[config.mk]
export PLATFORM = sky130hd
export DESIGN_NAME = segscan_ctrl
export DESIGN_NICKNAME = d
export VERILOG_FILES = /design/src/rtl/segscan_ctrl.sv
export SDC_FILE = /design/constraint.sdc
export NUM_CORES = 1
export LEC_CHECK = 0
export ABC_AREA = 0
export BUFFER_PORTS_ARGS = -buffer_cell sky130_fd_sc_hd__buf_4
export CORE_UTILIZATION = 44
export CTS_BUF_LIST = sky130_fd_sc_hd__clkbuf_8
export DETAILED_ROUTE_END_ITERATION = 16
export GPL_TIMING_DRIVEN = 1
export PLACE_DENSITY_LB_ADDON = 0.25
export SYNTH_ARGS = -nofsm -noshare
export SYNTH_HDL_FRONTEND = slang
export SYNTH_SLANG_ARGS = --single-unit
[constraint.sdc]
create_clock -name iClk -period 2.9 [get_ports iClk]
set_input_delay 0.29 -clock iClk [delete_from_list [all_inputs] [get_ports iClk]]
set_output_delay 0.29 -clock iClk [all_outputs]
set_load 0.005 [all_outputs]
[src/rtl/segscan_ctrl.sv]
// segscan_ctrl: multiplexed seven-segment scan controller with a double-buffered display, a per-slot
// anti-ghosting blank and a frame-boundary commit. Define SEGSCAN_DIMMING_EN to add iBright PWM dimming.
module segscan_ctrl #(
    parameter int NUM_DIGITS     = 4,
    parameter int CLK_DIV        = 50000,
    parameter int BLANK_CYCLES   = 16,
    parameter bit AN_ACTIVE_LOW  = 1'b1,
    parameter bit SEG_ACTIVE_LOW = 1'b1
) (
    input  logic                    iClk,
    input  logic                    iRst_n,
    input  logic [4*NUM_DIGITS-1:0] iValue,
    input  logic [NUM_DIGITS-1:0]   iDot,
    input  logic [NUM_DIGITS-1:0]   iDigitEn,
    input  logic                    iLoad,
`ifdef SEGSCAN_DIMMING_EN
    input  logic [3:0]              iBright,
`endif
    output logic [NUM_DIGITS-1:0]   oAnode,
    output logic [7:0]              oSeg,
    output logic                    oFrame,
    output logic                    oPending
);

    localparam int CNT_W = $clog2(CLK_DIV);
    localparam int IDX_W = (NUM_DIGITS > 1) ? $clog2(NUM_DIGITS) : 1;
    localparam logic [CNT_W-1:0]      CNT_LAST = CNT_W'(CLK_DIV - 1);
    localparam logic [IDX_W-1:0]      IDX_LAST = IDX_W'(NUM_DIGITS - 1);
    localparam logic [NUM_DIGITS-1:0] AN_OFF   = {NUM_DIGITS{AN_ACTIVE_LOW}};
    localparam logic [7:0]            SEG_OFF  = {8{SEG_ACTIVE_LOW}};

    logic [CNT_W-1:0]        cnt;
    logic [IDX_W-1:0]        idx;
    logic [4*NUM_DIGITS-1:0] dispVal, pendVal;
    logic [NUM_DIGITS-1:0]   dispDot, pendDot, dispEn, pendEn;
    logic                    frameDly;

    logic                  lastCnt, frameEdge, blank, anodeOn, curDot, curEn;
    logic [3:0]            curVal;
    logic [NUM_DIGITS-1:0] anodeHi;
    logic [7:0]            segHi;

    function automatic logic [6:0] decode(input logic [3:0] v);
        case (v)
            4'h0: decode = 7'h3F;  4'h1: decode = 7'h06;  4'h2: decode = 7'h5B;  4'h3: decode = 7'h4F;
            4'h4: decode = 7'h66;  4'h5: decode = 7'h6D;  4'h6: decode = 7'h7D;  4'h7: decode = 7'h07;
            4'h8: decode = 7'h7F;  4'h9: decode = 7'h6F;  4'hA: decode = 7'h77;  4'hB: decode = 7'h7C;
            4'hC: decode = 7'h39;  4'hD: decode = 7'h5E;  4'hE: decode = 7'h79;  default: decode = 7'h71;
        endcase
    endfunction

`ifdef SEGSCAN_DIMMING_EN
    logic [3:0] pwm;

    always_ff @(posedge iClk or negedge iRst_n) begin
        if (!iRst_n) pwm <= '0;
        else         pwm <= pwm + 4'd1;
    end
`endif

    always_comb begin
        // NOTE: every signal gets a default before any condition, so no path leaves one unassigned (no latch).
        lastCnt   = (cnt == CNT_LAST);
        frameEdge = lastCnt && (idx == IDX_LAST);
        curVal    = dispVal[4*idx +: 4];
        curDot    = dispDot[idx];
        curEn     = dispEn[idx];
        blank     = (int'(cnt) < BLANK_CYCLES) || !curEn;
`ifdef SEGSCAN_DIMMING_EN
        anodeOn   = !blank && ((iBright == 4'hF) || (pwm < iBright));
`else
        anodeOn   = !blank;
`endif
        anodeHi   = anodeOn ? (NUM_DIGITS'(1) << idx) : '0;
        segHi     = blank ? 8'h00 : {curDot, decode(curVal)};
    end

    // Slot timing: cnt walks one digit slot, idx steps through the digits.
    always_ff @(posedge iClk or negedge iRst_n) begin
        // NOTE: sequential state is written with <= only, so every flop samples pre-edge values.
        if (!iRst_n) begin
            cnt <= '0;
            idx <= '0;
        end else if (lastCnt) begin
            cnt <= '0;
            idx <= (idx == IDX_LAST) ? '0 : idx + 1'b1;
        end else begin
            cnt <= cnt + 1'b1;
        end
    end

    // Double buffer: a load on the frame edge wins over the commit and defers it one frame.
    always_ff @(posedge iClk or negedge iRst_n) begin
        // NOTE: these buffers are a few flops, so they are reset; a real RAM array would not be.
        if (!iRst_n) begin
            pendVal  <= '0;
            pendDot  <= '0;
            pendEn   <= '0;
            dispVal  <= '0;
            dispDot  <= '0;
            dispEn   <= '0;
            oPending <= 1'b0;
        end else if (iLoad) begin
            pendVal  <= iValue;
            pendDot  <= iDot;
            pendEn   <= iDigitEn;
            oPending <= 1'b1;
        end else if (frameEdge && oPending) begin
            dispVal  <= pendVal;
            dispDot  <= pendDot;
            dispEn   <= pendEn;
            oPending <= 1'b0;
        end
    end

    // Registered pins; oFrame needs two stages to line up with the first output cycle of slot 0.
    always_ff @(posedge iClk or negedge iRst_n) begin
        if (!iRst_n) begin
            oAnode   <= AN_OFF;
            oSeg     <= SEG_OFF;
            frameDly <= 1'b0;
            oFrame   <= 1'b0;
        end else begin
            oAnode   <= anodeHi ^ AN_OFF;
            oSeg     <= segHi ^ SEG_OFF;
            frameDly <= frameEdge;
            oFrame   <= frameDly;
        end
    end

endmodule

==> flow_summary.yaml, run 1 <==
setup_path:
  worst_ep_required_time_ps: 3130
  crit_path_leading_delay_family: "simple AND/OR/NAND/NOR gates"
  cp_slowest_stage_delay_ps: 440
  path_max_fanout: 24
  worstPathArrival_ps: 2490
  cpMaxStageDelayCell: "sky130_fd_sc_hd__or3_4"
  cp-start-kind: "register"
  kind_of_capture_point_of_the_worst_setup_path: "register"
  crit_buf_inv: 1
  worst-setup-path-type: "reg -> reg"
  r2r_cells: 6
  critical_path.cell_chain: "ha_1 > nand3_1 > or3_4 > nor4_4 > buf_4 > mux2_2"
  critical_path_depth: 6
yosys:
  post_synthesis_instance_total: 270
  dominantRegCellSynth: "sky130_fd_sc_hd__dfrtp_1"
  syn_avg_cell_area_um2: 13.5
  synth_top_area_cell: "sky130_fd_sc_hd__dfrtp_1"
  sequential_area_share_after_synthesis: 0.562
  syn-cell-area_um2: 3630
  post-synth-top-area-fraction: 0.475
  synthesis.nets: 308
  synth-seq-cells: 81
  yosysMostFrequentCell: "sky130_fd_sc_hd__dfrtp_1"
  synthesis.yosys.warnings: 0
  synthTopCellsByArea: "sky130_fd_sc_hd__dfrtp_1 (48%), sky130_fd_sc_hd__mux2_2 (16%), sky130_fd_sc_hd__dfstp_2 (8.7%), sky130_fd_sc_hd__ha_1 (3.8%), sky130_fd_sc_hd__mux4_2 (3.7%)"
  netlist_top_cells_count: "sky130_fd_sc_hd__dfrtp_1 (69), sky130_fd_sc_hd__mux2_2 (52), sky130_fd_sc_hd__nand2_1 (16)"
  synth-edff-count: 0
  number_of_distinct_library_cells_after_synthesis: 38
  synthArstFlopShare: 1.00
pwr:
  power.density_cell_area_nw_per_um2: 518
  vdd_ir_drop_max_mv: 0.317
  leakagePower_uw: 0.00191
sta:
  hold-worst-slack_ps: 74.2
  report.final.hold_viol_count: 0
  slew_violations: 0
  totalNegativeSetupSlack_ps: 0
  setup_viol: 0
  slew_worst_pin_ps: 1000
  grt_setup_unrepaired: "false"
  max_freq_mhz: 443
  worst_slew_margin_rel: 0.330
  final.min_clock_period_ps: 2260
  final.period_utilization: 0.778
  finalClockSkew_ps: 6.36
cts:
  largest_buffer_count_on_any_clock_path: 2
  post-cts-setup-buffer-count: 0
  cts.clk_slew.worst_paths_ps: 80
  cts_tree: "built"
  cts_inserted_buffers: 9
  cts_sinks: 81
  cts-resized-gates: 0
  cts_htree_levels: 3
  clkLatencyLatePin_ps: 350
  cts_hold_buf: 0
  clock-root-buffer: "sky130_fd_sc_hd__clkbuf_8"
layout:
  area_growth_from_synthesis_to_final_layout_pct: 17.0
  nFillCells: 707
  final_nets: 351
  multiInputGateArea_um2: 1510
  num_antenna_cells: 0
  post_route_cells_drive_above_1_share: 0.412
  final-seq-area_um2: 2040
run:
  drv.max_cap_violation_count: 0
drt:
  drt_wl_total_um: 6180
  remaining_drc_errors: 0
  drt_pass1_iterations: 4
  route.antenna.remaining_nets: 0
  total_number_of_vias: 2196
  wl_per_cell_um: 14.7
  avgViaCountPerCell: 5.23
  drt_iter0_markers: 103
place:
  port_buffers: 40
  dp.final_hpwl_um: 4180
  gpl.final_weighted_congestion: 0.780
global_routing:
  grt_remaining_overflow: 0
  antenna_found_initial: 0
  global_route.usage.total: 0.164
  via_count_of_the_first_global_routing_pass: 2172
  grt_start_max_net_pins: 82
  first_pass_grt_wire_length_um: 10900
floorplan:
  coreArea_um2: 7850
  die-height_um: 92.9
  ioPinCount: 41
  die_area_um2: 8630
  start_util: 0.463
  rows: 32
  horizontal_extent_of_the_die_um: 92.9
hold_path:
  hold_path.class: "in -> async"
outcome:
  outcome: "finished clean"
[layer usage]
layer	wire (µm)	track usage	vias to the layer above
met2	2700	0.232	38
li1	-	-	1058
met3	196	0.0394	9
met1	3170	0.242	1091
met5	0	0	-
met4	109	0.0692	0
[worst paths after layout]
check / end / slack (ps) / from
max in group asynchronous: pendVal[11]$_DFFE_PN0P_ / 2150 / iRst_n
worst min-delay path: dispVal[6]$_DFFE_PN0P_ / 70 / iRst_n
worst min register to register: oFrame$_DFF_PN0_ / 350 / frameDly$_DFF_PN0_
min in group iClk: pendVal[4]$_DFFE_PN0P_ / 170 / iValue[4]
worst max register to register: dispVal[10]$_DFFE_PN0P_ / 640 / cnt[0]$_DFF_PN0_
worst max-delay path: dispVal[10]$_DFFE_PN0P_ / 640 / cnt[0]$_DFF_PN0_
[flip-flops by register name (all words and copies together) (netlist names)]
| register | count |
|---|---|
| cnt | 16 |
| dispDot | 4 |
| dispEn | 4 |
| dispVal | 16 |
| frameDly | 1 |
| idx | 2 |
| oAnode | 4 |
| oFrame | 1 |
| oPending | 1 |
| oSeg | 8 |
| pendDot | 4 |
| pendEn | 4 |
| pendVal | 16 |
[layout make-up]
class,count,area share
tap,102,0.0300
clock inverter,5,0.0182
inverter,7,0.00618
sequential,81,0.480
clock buffer,11,0.0356
timing repair buffer,43,0.0759
multi-input combinational,171,0.354
[cells by family (layout without fill, tap and decap cells)]
kind of cell	Yosys count	in the layout	synth area share
adders and majority gates	11	11	0.0379
xor gates and xnor gates	14	14	0.0337
AOI/OAI and AO/OA	18	18	0.0348
and+or+nand+nor	64	64	0.0926
DFF	81	81	0.562
muxes	64	64	0.215
buffers and inverters	18	66	0.0241
[stage by stage]
step / instances / setup WS, ps / instance area (µm²) / power (µW) / utilization
6_report: 420 / 645 / 4250 / 2200 / 0.542
4_1_cts: 420 / 636 / 4250 / 2230 / 0.542
2_1_floorplan: 270 / 784 / 3630 / 1240 / -
3_3_place_gp: 404 / 694 / 4020 / 1290 / 0.513
3_5_place_dp: 404 / 664 / 4020 / 1300 / 0.513
5_1_grt: 420 / 494 / 4250 / 2290 / 0.542
[cell usage in the layout, fill, tap and decap left out, types with 5 or more instances in the layout]
master,instances
sky130_fd_sc_hd__clkbuf_8,11
sky130_fd_sc_hd__mux2i_1,5
sky130_fd_sc_hd__mux2_2,52
sky130_fd_sc_hd__nand3_1,12
sky130_fd_sc_hd__mux4_2,6
sky130_fd_sc_hd__dfrtp_1,69
sky130_fd_sc_hd__nand2_1,16
sky130_fd_sc_hd__dfstp_2,12
sky130_fd_sc_hd__nand4_1,5
sky130_fd_sc_hd__xnor2_1,5
sky130_fd_sc_hd__ha_1,11
sky130_fd_sc_hd__xor2_1,9
sky130_fd_sc_hd__buf_4,43
sky130_fd_sc_hd__inv_1,8
sky130_fd_sc_hd__nor2_1,12
[where the power goes]
part | switching [µW] | leakage (µW) | internal [µW]
Sequential | 18.3 | 0.00102 | 1160
Clock | 400 | 0.000121 | 531
Combinational | 38.7 | 0.000774 | 51.5
Power figures use the tool's default switching activity.
==> inputs of run 2 (changes only) <==
--- a/config.mk
+++ b/config.mk
@@ -5,7 +5,7 @@
 export SDC_FILE = /design/constraint.sdc
 export NUM_CORES = 1
 export LEC_CHECK = 0
-export ABC_AREA = 0
+export ABC_AREA = 1
 export BUFFER_PORTS_ARGS = -buffer_cell sky130_fd_sc_hd__buf_4
 export CORE_UTILIZATION = 44
 export CTS_BUF_LIST = sky130_fd_sc_hd__clkbuf_8
==> constraint.sdc (replaced) <==
create_clock -name iClk -period 2.07 [get_ports iClk]
set_input_delay 0.207 -clock iClk [delete_from_list [all_inputs] [get_ports iClk]]
set_output_delay 0.207 -clock iClk [all_outputs]
set_load 0.005 [all_outputs]
==> run 2 against run 1 <==
Against the previous run: utilization down 1.8 points; critical path depth up 2; clock power up 13%; die area up 13%; synthesized cell count up 86%; sequential cell count unchanged; via count up 41%; non-clock buffer count up 8; sequential share of layout area down 4.2 points; fmax up 19%; count of clock-buffer cells in the layout down 1; critical endpoint is now oSeg[3]$_DFF_PN1_; final cell count up 57%; largest cell class unchanged.
==> flow_summary.yaml, run 2 <==
cts:
  cts_htree_levels: 3
  clock-root-buffer: "sky130_fd_sc_hd__clkbuf_8"
  post-cts-setup-buffer-count: 0
  largest_buffer_count_on_any_clock_path: 2
  cts_sinks: 81
  clkLatencyLatePin_ps: 360
  cts.clk_slew.worst_paths_ps: 90
  cts_inserted_buffers: 9
  cts_tree: "built"
  cts-resized-gates: 0
yosys:
  syn_avg_cell_area_um2: 8.19
  synthArstFlopShare: 1.00
  netlist_top_cells_count: "sky130_fd_sc_hd__nand2_1 (139), sky130_fd_sc_hd__inv_1 (90), sky130_fd_sc_hd__dfrtp_1 (69)"
  synthesis.yosys.warnings: 0
  synth-edff-count: 0
  post_synthesis_instance_total: 501
  sequential_area_share_after_synthesis: 0.498
  synth_top_area_cell: "sky130_fd_sc_hd__dfrtp_1"
  synth-seq-cells: 81
  number_of_distinct_library_cells_after_synthesis: 29
  synthTopCellsByArea: "sky130_fd_sc_hd__dfrtp_1 (42%), sky130_fd_sc_hd__nand2_1 (13%), sky130_fd_sc_hd__inv_1 (8.2%), sky130_fd_sc_hd__dfstp_2 (7.7%), sky130_fd_sc_hd__o21ai_0 (3.9%)"
  post-synth-top-area-fraction: 0.421
  syn-cell-area_um2: 4100
  synthesis.nets: 539
  dominantRegCellSynth: "sky130_fd_sc_hd__dfrtp_1"
  yosysMostFrequentCell: "sky130_fd_sc_hd__nand2_1"
setup_path:
  r2r_cells: 8
  worst_ep_required_time_ps: 2350
  worstPathArrival_ps: 2180
  kind_of_capture_point_of_the_worst_setup_path: "register"
  setup.reg_to_reg.worst_slack_ps: 170
  path_max_fanout: 11
  cp-start-kind: "register"
  critPathCapture: "oSeg[3]$_DFF_PN1_"
  rr_startpoint: "idx[0]$_DFFE_PN0N_"
  setup.worst_path.start: "idx[0]$_DFFE_PN0N_"
  worst-setup-path-type: "reg -> reg"
  r2r_end: "oSeg[3]$_DFF_PN1_"
floorplan:
  rows: 34
  die_area_um2: 9720
  horizontal_extent_of_the_die_um: 98.6
  ioPinCount: 41
  start_util: 0.462
  die-height_um: 98.6
  coreArea_um2: 8890
pwr:
  sequential_group_share_of_total_power: 0.576
  p_sw_uw: 686
  power.share.switching: 0.242
  vdd_ir_drop_max_mv: 0.309
  power.share.clock: 0.372
  leakagePower_uw: 0.00240
  power.combinational.fraction: 0.052
  power.density_cell_area_nw_per_um2: 609
  p_int_uw: 2150
place:
  dp.final_hpwl_um: 5420
  preCtsSetupSlack_ps: 202
  gpl.final_weighted_congestion: 0.848
  placement.cell_area_um2: 4470
  port_buffers: 40
drt:
  wl_per_cell_um: 11.8
  drt_wl_total_um: 7800
  total_number_of_vias: 3089
  drt_iter0_markers: 97
  remaining_drc_errors: 0
  drt_pass1_iterations: 4
  route.antenna.remaining_nets: 0
  avgViaCountPerCell: 4.69
layout:
  finalInstanceArea_um2: 4660
  commonest_cells_after_routing_fill_and_taps_aside: "sky130_fd_sc_hd__nand2_1 (139), sky130_fd_sc_hd__inv_1 (90), sky130_fd_sc_hd__dfrtp_1 (69), sky130_fd_sc_hd__buf_4 (49), sky130_fd_sc_hd__nor2_1 (34)"
  final_nets: 584
  area_growth_from_synthesis_to_final_layout_pct: 13.6
  post_route_cells_drive_above_1_share: 0.184
  reg_top3: "cnt: 16 flops, dispVal: 16 flops, pendVal: 16 flops"
  num_antenna_cells: 0
  mostFrequentLayoutCell: "sky130_fd_sc_hd__nand2_1"
sta:
  max_freq_mhz: 527
  final.min_clock_period_ps: 1900
  report.final.hold_viol_count: 0
  finalClockSkew_ps: 9.98
  totalNegativeSetupSlack_ps: 0
  slew_violations: 0
  final.period_utilization: 0.916
  worst_slew_margin_rel: 0.599
  slew_worst_pin_ps: 596
  hold-worst-slack_ps: 47.5
  setup_viol: 0
  setup_slack_ps: 173
  grt_setup_unrepaired: "false"
global_routing:
  grt_use_met2: 0.298
  antenna_found_initial: 0
  via_count_of_the_first_global_routing_pass: 3090
  grt_remaining_overflow: 0
  global_route.usage.total: 0.181
  first_pass_grt_wire_length_um: 13900
  global_route.peak_usage_layer: "met2"
  grt_start_max_net_pins: 82
  global_route.usage.met3: 0.0362
  met1_usage: 0.236
hold_path:
  hold_path_depth: 3
  hold_path.class: "in -> reg"
run:
  drv.max_cap_violation_count: 0
outcome:
  outcome: "finished clean"
==> run 2: cell count changes after synthesis, moves of 5 or more <==
cell                      before  now
sky130_fd_sc_hd__nand2_1      16  139
sky130_fd_sc_hd__inv_1         7   90
sky130_fd_sc_hd__mux2_2       52    0
sky130_fd_sc_hd__o21ai_0       2   32
sky130_fd_sc_hd__nor2_1       12   34
sky130_fd_sc_hd__nand4_1       5   20
sky130_fd_sc_hd__nand3_1      12   26
sky130_fd_sc_hd__mux4_2        6    0
sky130_fd_sc_hd__mux2i_1       5    0
sky130_fd_sc_hd__nand2_2       0    5
sky130_fd_sc_hd__o21ai_2       0    5
sky130_fd_sc_hd__xnor2_1       5    0
==> run 2: worst min-delay path by stage <==
stage                     startpoint                endpoint
final                      iValue[9]  pendVal[9]$_DFFE_PN0P_
after global routing       iValue[2]  pendVal[2]$_DFFE_PN0P_
after CTS                  iValue[9]  pendVal[9]$_DFFE_PN0P_
after detailed placement      iRst_n        cnt[7]$_DFF_PN0_
after global placement        iRst_n        cnt[7]$_DFF_PN0_
after floorplan               iRst_n        cnt[0]$_DFF_PN0_
==> run 2: cell type report <==
cell class | count | area (µm²)
Clock buffer | 10 | 138
Clock inverter | 5 | 41.3
Fill cell | 816 | 4230
Inverter | 94 | 353
Multi-Input combinational cell | 309 | 1550
Sequential cell | 81 | 2040
Tap cell | 108 | 135
Timing Repair Buffer | 51 | 398
==> run 2: metal layers <==
metal	vias up	wire [µm]	share of wire
met3	9	308	0.040
met1	1393	3790	0.49
met4	0	111	0.014
li1	1621	-	-
met5	-	0	0
met2	66	3590	0.46
==> run 2: stage by stage <==
step	util	std cells	power (µW)
6_report	0.524	658	2840
5_1_grt	0.524	658	2980
4_1_cts	0.524	658	2900
3_5_place_dp	0.503	642	1820
3_3_place_gp	0.503	642	1810
2_1_floorplan	-	501	1730
==> run 2: worst max-delay path, cell delays in order, from the launching register on <==
cell                       delay (ps)
sky130_fd_sc_hd__dfrtp_1          520
sky130_fd_sc_hd__nand2_1          110
sky130_fd_sc_hd__nand2_1           60
sky130_fd_sc_hd__o21ai_1          370
sky130_fd_sc_hd__inv_1            150
sky130_fd_sc_hd__ha_1             230
sky130_fd_sc_hd__nand3b_1         210
sky130_fd_sc_hd__nand3_1          110
sky130_fd_sc_hd__nand3_1           70
==> run 2: cell families (layout without fill, tap and decap cells) <==
family / after synthesis / count (layout) / synth area share
AOI/OAI and AO/OA: 48 / 48 / 0.0649
xor gates and xnor gates: 10 / 10 / 0.0213
adders and majority gates: 11 / 11 / 0.0335
buffers and inverters: 111 / 160 / 0.124
DFF: 81 / 81 / 0.498
and+or+nand+nor: 240 / 240 / 0.259
==> run 2: power by group through the flow <==
stage | registers [µW] | clock network [µW] | logic, µW
floorplan | 1660 | 0 | 64.4
finish | 1630 | 1050 | 149
global route | 1640 | 1160 | 177
detailed placement | 1660 | 0 | 153
CTS | 1630 | 1110 | 154
global placement | 1660 | 0 | 150
==> run 2: timing repair <==
action / in CTS / in global routing
hold buffers: 1 / 0
hold endpoints to repair: 69 / 0
setup endpoints to repair: 0 / 0
==> inputs of run 3 (changes only) <==
--- a/config.mk
+++ b/config.mk
@@ -7,7 +7,9 @@
 export LEC_CHECK = 0
 export ABC_AREA = 1
 export BUFFER_PORTS_ARGS = -buffer_cell sky130_fd_sc_hd__buf_4
-export CORE_UTILIZATION = 44
+export CELL_PAD_IN_SITES_DETAIL_PLACEMENT = 1
+export CELL_PAD_IN_SITES_GLOBAL_PLACEMENT = 1
+export CORE_UTILIZATION = 41
 export CTS_BUF_LIST = sky130_fd_sc_hd__clkbuf_8
 export DETAILED_ROUTE_END_ITERATION = 16
 export GPL_TIMING_DRIVEN = 1
==> run 3 against run 2 <==
Against the previous run: critical path depth is the same; global-route usage grew 1.9 points; critical path type unchanged; register-to-register slack gained 30 ps; hold slack gained 4.8 ps; clock skew shrank 2.1 ps.
==> flow_summary.yaml, run 3 (synthesis results as in run 2) <==
outcome:
  outcome: "finished clean"
global_routing:
  antenna_found_initial: 0
  first_pass_grt_wire_length_um: 15900
  grt_start_max_net_pins: 50
  global_route.usage.total: 0.200
  grt_remaining_overflow: 0
  via_count_of_the_first_global_routing_pass: 3274
pwr:
  design_power_total_uw: 2810
  vdd_ir_drop_max_mv: 0.250
  power.density_cell_area_nw_per_um2: 594
  leakagePower_uw: 0.00243
layout:
  finalCoreUtilization: 0.485
  mostFrequentLayoutCell: "sky130_fd_sc_hd__nand2_1"
  area_growth_from_synthesis_to_final_layout_pct: 15.0
  commonest_cells_after_routing_fill_and_taps_aside: "sky130_fd_sc_hd__nand2_1 (139), sky130_fd_sc_hd__inv_1 (92), sky130_fd_sc_hd__dfrtp_1 (69), sky130_fd_sc_hd__buf_4 (52), sky130_fd_sc_hd__nor2_1 (34)"
  reg_top3: "cnt: 16 flops, dispVal: 16 flops, pendVal: 16 flops"
  post_route_cells_drive_above_1_share: 0.186
  nFillCells: 1247
  finalInstanceArea_um2: 4720
  num_antenna_cells: 0
  final_nets: 588
setup_path:
  rr_startpoint: "cnt[0]$_DFF_PN0_"
  worst-setup-path-type: "reg -> reg"
  setup.worst_path.start: "cnt[0]$_DFF_PN0_"
  kind_of_capture_point_of_the_worst_setup_path: "register"
  worstPathArrival_ps: 2120
  path_max_fanout: 21
  worst_ep_required_time_ps: 2330
  cp-start-kind: "register"
floorplan:
  start_util: 0.422
  ioPinCount: 41
  die_area_um2: 10400
  rows: 36
  die-height_um: 102
  horizontal_extent_of_the_die_um: 102
  coreArea_um2: 9730
cts:
  largest_buffer_count_on_any_clock_path: 2
  post-cts-setup-buffer-count: 0
  cts_inserted_buffers: 9
  cts_tree: "built"
  clkLatencyLatePin_ps: 360
  cts.clk_slew.worst_paths_ps: 80
  clock-root-buffer: "sky130_fd_sc_hd__clkbuf_8"
  cts_htree_levels: 3
  cts_sinks: 81
place:
  gpl.final_weighted_congestion: 0.835
  preCtsSetupSlack_ps: 212
  placement.cell_area_um2: 4550
  port_buffers: 40
  dp.final_hpwl_um: 6710
drt:
  total_number_of_vias: 3192
  drt_iter0_markers: 88
  drt_pass1_iterations: 4
  wl_per_cell_um: 13.3
  avgViaCountPerCell: 4.65
  drt_wl_total_um: 9160
  remaining_drc_errors: 0
  route.antenna.remaining_nets: 0
hold_path:
  hold_path.startpoint: "iDigitEn[3]"
  hold_path.class: "in -> reg"
run:
  drv.max_cap_violation_count: 0
sta:
  final.min_clock_period_ps: 1860
  setup_viol: 0
  worst_slew_margin_rel: 0.642
  report.final.hold_viol_count: 0
  slew_worst_pin_ps: 536
  grt_setup_unrepaired: "false"
  setup_slack_ps: 206
  max_freq_mhz: 536
  finalClockSkew_ps: 7.85
  totalNegativeSetupSlack_ps: 0
  final.period_utilization: 0.901
  slew_violations: 0
[run 3: per-layer routing]
metal,vias to the layer above,track usage,routed length [µm]
li1,1632,-,-
met1,1514,0.273,4470
met2,39,0.318,4360
met3,7,0.0369,242
met4,0,0.0725,87
met5,-,0,0
[run 3: final cells by class]
| type | count | area (µm²) | area share |
|---|---|---|---|
| inverters | 94 | 353 | 0.0748 |
| well taps | 133 | 166 | 0.0353 |
| clock buffers | 10 | 138 | 0.0292 |
| flip-flops and latches | 81 | 2040 | 0.433 |
| repair buffers | 55 | 440 | 0.0933 |
| clock inverters | 5 | 25.0 | 0.00530 |
| multi-input cells | 309 | 1550 | 0.329 |
[run 3: where the power goes]
group / switching [µW] / leakage [µW] / internal [µW]
sequential: 10.3 / 0.000926 / 1620
combinational: 97.2 / 0.00142 / 58.8
clock: 566 / 0.0000905 / 449
[run 3: metrics by stage]
step | hold WS (ps) | instances
6_report | 52.2 | 687
5_1_grt | 42.8 | 687
4_1_cts | 36.6 | 687
3_5_place_dp | 226 | 671
3_3_place_gp | 220 | 671
2_1_floorplan | -88.6 | 501
[run 3: path summary, 6_finish.rpt]
check	end	slack [ps]	cells past startpoint
max	dispVal[7]$_DFFE_PN0P_	210	8
min in group asynchronous	cnt[13]$_DFF_PN0_	370	2
max in group asynchronous	oSeg[1]$_DFF_PN1_	1040	3
min	pendEn[3]$_DFFE_PN0P_	50	3
max reg2reg	dispVal[7]$_DFFE_PN0P_	210	8
min reg2reg	oFrame$_DFF_PN0_	380	0
[run 3: what timing repair did]
item                       in CTS  in global routing
hold endpoints to repair       34                  0
hold buffers                    1                  0
gates resized for setup         0                  1
setup endpoints to repair       0                  1
[run 3: critical path: stages (launching register included)]
cell	delay, ps
sky130_fd_sc_hd__dfrtp_1	410
sky130_fd_sc_hd__ha_1	290
sky130_fd_sc_hd__nand2_2	110
sky130_fd_sc_hd__nor2_4	150
sky130_fd_sc_hd__nand2_2	90
sky130_fd_sc_hd__nor2_4	380
sky130_fd_sc_hd__nand4_1	170
sky130_fd_sc_hd__nand2_1	110
sky130_fd_sc_hd__inv_1	40
